<file path="src/rtl/core_result_collector.sv">
// core_result_collector: latches each core's result on the falling edge of its
// result-ready strobe, then sums the results once all enabled cores finish or time runs out.
module core_result_collector #(
    parameter int CORES       = 4,
    parameter int DATA_W      = 8,
    parameter int SUM_W       = 11,
    parameter int CYC_W       = 16,
    parameter int TIMEOUT_CYC = 25000
) (
    input  logic                clk,
    input  logic                reset,
    input  logic                clear,
    input  logic [31:0]         out_strobe,
    input  logic [8*DATA_W-1:0] result,
    output logic [7:0]          core_done,
    output logic [8*DATA_W-1:0] core_result,
    output logic [CYC_W-1:0]    cycles,
    output logic [SUM_W-1:0]    total,
    output logic                total_valid,
    output logic                timed_out
);
    localparam logic [7:0]       LANE_MASK    = 8'((9'd1 << CORES) - 9'd1);
    localparam logic [2:0]       LAST_LANE    = 3'(CORES - 1);
    localparam logic [CYC_W-1:0] TIMEOUT_LAST = CYC_W'(TIMEOUT_CYC - 1);

    typedef enum logic [1:0] {COLLECT, ACCUM, DONE} state_t;
    state_t state, state_next;

    logic [7:0]             rdy, rdy_q, latch;
    logic [7:0][DATA_W-1:0] res_in, res_q;
    logic [2:0]             k;
    logic [SUM_W-1:0]       acc, acc_next;
    logic                   all_done, at_timeout, last_lane;
    logic                   unused_strobe;

    for (genvar g = 0; g < 8; g++) begin : g_lane
        assign rdy[g] = out_strobe[4*g+2];
    end

    assign unused_strobe = ^out_strobe;
    assign res_in        = result;
    assign core_result   = res_q;

    // Latching stays live through ACCUM but stops in DONE so the final picture is frozen.
    assign latch      = rdy_q & ~rdy & LANE_MASK & ~core_done & {8{state != DONE}};
    assign all_done   = (core_done & LANE_MASK) == LANE_MASK;
    assign at_timeout = cycles == TIMEOUT_LAST;
    assign last_lane  = k == LAST_LANE;
    assign acc_next   = acc + (core_done[k] ? SUM_W'(res_q[k]) : '0);

    always_ff @(posedge clk or negedge reset) begin
        if (!reset) state <= COLLECT;
        else        state <= state_next;
    end

    always_comb begin
        state_next = state;
        case (state)
            COLLECT: if (all_done || at_timeout) state_next = ACCUM;
            ACCUM:   if (last_lane) state_next = DONE;
            default: state_next = state;
        endcase
        if (clear) state_next = COLLECT;
    end

    always_ff @(posedge clk or negedge reset) begin
        if (!reset) begin
            rdy_q       <= '0;
            core_done   <= '0;
            res_q       <= '0;
            cycles      <= '0;
            total       <= '0;
            total_valid <= 1'b0;
            timed_out   <= 1'b0;
            acc         <= '0;
            k           <= '0;
        end else if (clear) begin
            rdy_q       <= '0;
            core_done   <= '0;
            res_q       <= '0;
            cycles      <= '0;
            total       <= '0;
            total_valid <= 1'b0;
            timed_out   <= 1'b0;
            acc         <= '0;
            k           <= '0;
        end else begin
            rdy_q <= rdy;
            for (int i = 0; i < 8; i++) begin
                if (latch[i]) begin
                    core_done[i] <= 1'b1;
                    res_q[i]     <= res_in[i];
                end
            end
            case (state)
                COLLECT: begin
                    // The exit cycle still counts, so a timeout leaves cycles == TIMEOUT_CYC.
                    cycles <= cycles + CYC_W'(1);
                    acc    <= '0;
                    k      <= '0;
                    if (!all_done && at_timeout) timed_out <= 1'b1;
                end
                ACCUM: begin
                    acc <= acc_next;
                    k   <= k + 3'd1;
                    if (last_lane) begin
                        total       <= acc_next;
                        total_valid <= 1'b1;
                    end
                end
                default: ;
            endcase
        end
    end
endmodule
</file>
<file path="config.mk">
export PLATFORM = sky130hd
export DESIGN_NAME = core_result_collector
export DESIGN_NICKNAME = d
export VERILOG_FILES = /design/src/rtl/core_result_collector.sv
export SDC_FILE = /design/constraint.sdc
export NUM_CORES = 1
export LEC_CHECK = 0
export ABC_AREA = 1
export BUFFER_PORTS_ARGS = -buffer_cell sky130_fd_sc_hd__buf_2
export CAP_MARGIN = 30
export CORE_ASPECT_RATIO = 1.25
export CORE_MARGIN = 2
export CORE_UTILIZATION = 53
export CTS_BUF_LIST = sky130_fd_sc_hd__clkbuf_4 sky130_fd_sc_hd__clkbuf_8
export DETAILED_ROUTE_END_ITERATION = 12
export GPL_TIMING_DRIVEN = 0
export PLACE_DENSITY = 0.83
export REMOVE_ABC_BUFFERS = 1
export SLEW_MARGIN = 15
export SYNTH_ARGS = -nofsm -noshare
export SYNTH_HDL_FRONTEND = slang
export SYNTH_SLANG_ARGS = --single-unit
</file>
<file path="constraint.sdc">
create_clock -name clk -period 2.7 [get_ports clk]
set_input_delay 0 -clock clk [delete_from_list [all_inputs] [get_ports clk]]
set_output_delay 0 -clock clk [all_outputs]
set_load 0.05 [all_outputs]
</file>
==> metrics.txt <==
status finished, final reports clean; Residual DRC 0; Antenna diodes 0; Wirelength per Cell 15.0 um; Placer Congestion around 0.9; top-area cell type share of the netlist area 0.492; Clk pwr share 0.409; Final Worst Setup Slack 0.137 ns; Cell Chain, Critical Path buf_12 > clkinv_16 > o21ai_0 > nand2_1 > nand2_1 > nand2_1 > nand2_1 > inv_1 > ha_2 > fa_2 > nand2_1 > inv_1 > nand2_1 > nand3_2 > xnor2_1 > o21ai_0; final WL ~16000 um; Post-synth top cells nand2_1 (169), inv_1 (124), dfrtp_1 (118); register area 2960 um^2; share of post-route cells with drive strength above 1 0.230; dpl hpwl 10200 um; largest net degree at the start of global routing 75; Clock Tree Buf Depth 2; Worst EP arrival 2.86 ns; overall power 4.54 mW; CTS Sinks 118; CP endpoint kind flip-flop; max-slew violation count 0; worst endpoint required time ~3.0 ns; vias in the first global route 5535; Synth Warn # 0; ys async rst share 1.00; first-pass GRT wire length 26300 um; max_cap viols 0; Avg Vias per Cell roughly 5.3; Starting DRT DRC Count 321; top_reg_cell synth dfrtp_1; Seq/Total Area, Yosys 0.492; Max-Slew Margin vs Limit 0.354; clock-pin slew on the worst setup and hold paths 0.07 ns; Post-Syn Instances 768; Mapped Area 6000 um^2; critical path launch point type flip-flop; Seq cells post-synth between 100 and 150; CTS buffer count 17; VDD IR max between 400 and 500 uV; Switching Share 0.285; sequential power share 0.417; top-count cell post-synth nand2_1; CP top delay family adder cells; fin cells 1097; GRT overflow 0; R2R Path Start k[0]; CP dominant cell by count nand2_1; HP Class in -> async; fin nets 1060; number of flops mapped to enable cells by yosys 0; Pint around 3.2 mW; dpl cells 1013; CTS tree built; Core Area between 10000 and 15000 um^2; period utilization 0.949; PortBufs roughly 140; Final Hold Viols 0; Clk Latency, worst-skew pair around 0.43 ns; Distinct cells, synth 38; Slew @ Worst Pin 0.968 ns; GRT Resource Usage Total 0.273; clock skew slightly above 0.009 ns; Die X a little under 100 um; Critical Path Slowest Stage Cell dfrtp_2; crit path time final 2.56 ns; Die Ht 123 um; FMAX about 0.4 GHz; Final setup viols 0; Std-Cell Rows 43; WP buf/inv 4; Layout area overhead 29.7%; total die area 12200 um^2; Worst Setup SP k[0]; multi-input logic area 2410 um^2; syn_area_per_cell between 7 and 8 um^2; Root Buffer clkbuf_8; Power Density 583 nW/um^2; initial antenna violation count 0; initial core utilization 0.541; # H-tree levels 4; fillcell total 883; drt pass-1 iters 5; worst-path fanout max 36; synth top area cells dfrtp_1 (49%), nand2_1 (11%), inv_1 (7.8%); Setup CP Type reg -> reg; ANT nets after route 0; Sw Pwr 1.29 mW; CP peak stage delay 0.40 ns; area leader, netlist dfrtp_1; DP Worst Slack -0.558 ns; logic gate share of total power 0.174; via count 5816; IO Count 200; leak pwr 4.17 nW; Setup TNS 0 ns
through the flow:
| stage | hold slack, ns | util | area, um^2 |
|---|---|---|---|
| finish | 0.0482 | 0.702 | 7780 |
| global route | 0.0964 | 0.702 | 7780 |
| CTS | 0.0584 | 0.687 | 7610 |
| detailed placement | -0.0441 | 0.605 | 6710 |
| global placement | 0.228 | 0.601 | 6660 |
| floorplan | -0.296 | - | 5800 |
power groups by stage:
stage	logic [mW]	registers, mW	clock network (mW)
final	0.790	1.89	1.85
after global placement	0.652	1.93	0
after global routing	0.849	1.90	1.97
after floorplan	0.234	2.13	0
after CTS	0.741	1.89	1.88
after detailed placement	0.679	1.93	0
cells by family after synthesis:
logic type               Yosys count  synth area share
AO/OA/AOI/OAI                    144             0.132
adder cells (fa/ha/maj)           12            0.0263
XOR/XNOR                           2           0.00292
flip-flops                       118             0.492
AND/OR/NAND/NOR                  332             0.232
buffers and inverters            160             0.115
final timing paths:
path,endpoint,slack [ns],cells past startpoint
min in group clk,core_result[56],0.22,2
min reg2reg,total_valid,0.47,2
max in group asynchronous,k[1],1.92,3
max reg2reg,acc[4],0.14,16
min,total[9],0.05,2
max,acc[4],0.14,16
cell type report:
cell class	count	share of cell area
flip-flops and latches	118	0.380
multi-input cells	490	0.310
clock inverters	10	0.0225
inverters	129	0.0667
well taps	135	0.0217
repair buffers	193	0.162
clock buffers	22	0.0365
layout by cell type, fill, tap and decap left out, types with 2 or more instances in the layout:
cell	count
a21oi_1	44
a21oi_2	2
buf_12	2
buf_2	138
buf_4	13
bufinv_16	5
clkbuf_4	3
clkbuf_8	19
clkinv_2	5
dfrtp_1	115
dfrtp_2	2
dlygate4sd3_1	37
ha_1	8
ha_2	2
inv_1	122
inv_2	4
nand2_1	167
nand2_2	3
nand3_1	62
nand3_2	3
nand3b_1	2
nand4_1	8
nor2_1	75
nor2_2	2
nor3_1	4
nor3_2	2
o211ai_1	2
o21ai_0	69
o21ai_1	17
o21ai_4	3
layer usage:
| metal | routed length, um | vias to the layer above | global-route usage |
|---|---|---|---|
| li1 | - | 2789 | - |
| met1 | 6520 | 2755 | 0.329 |
| met2 | 8430 | 224 | 0.467 |
| met3 | 988 | 48 | 0.0627 |
| met4 | 536 | 0 | 0.123 |
| met5 | 0 | - | 0 |
registers in the layout, indices dropped and copies added (netlist names):
register,flops
state,2
timed_out,1
total_valid,1
cycles,16
k,3
total,11
core_result,64
rdy_q,4
acc,11
core_done,5
timing repair:
| action | CTS | global route |
|---|---|---|
| setup buffers | 5 | 8 |
| hold buffers | 37 | 0 |
| hold endpoints to repair | 158 | 0 |
| cloned | 0 | 1 |
| pin swaps | 1 | 4 |
| gates resized for setup | 14 | 20 |
| setup endpoints to repair | 20 | 15 |
Note: power is estimated with default switching activity, not from simulation.
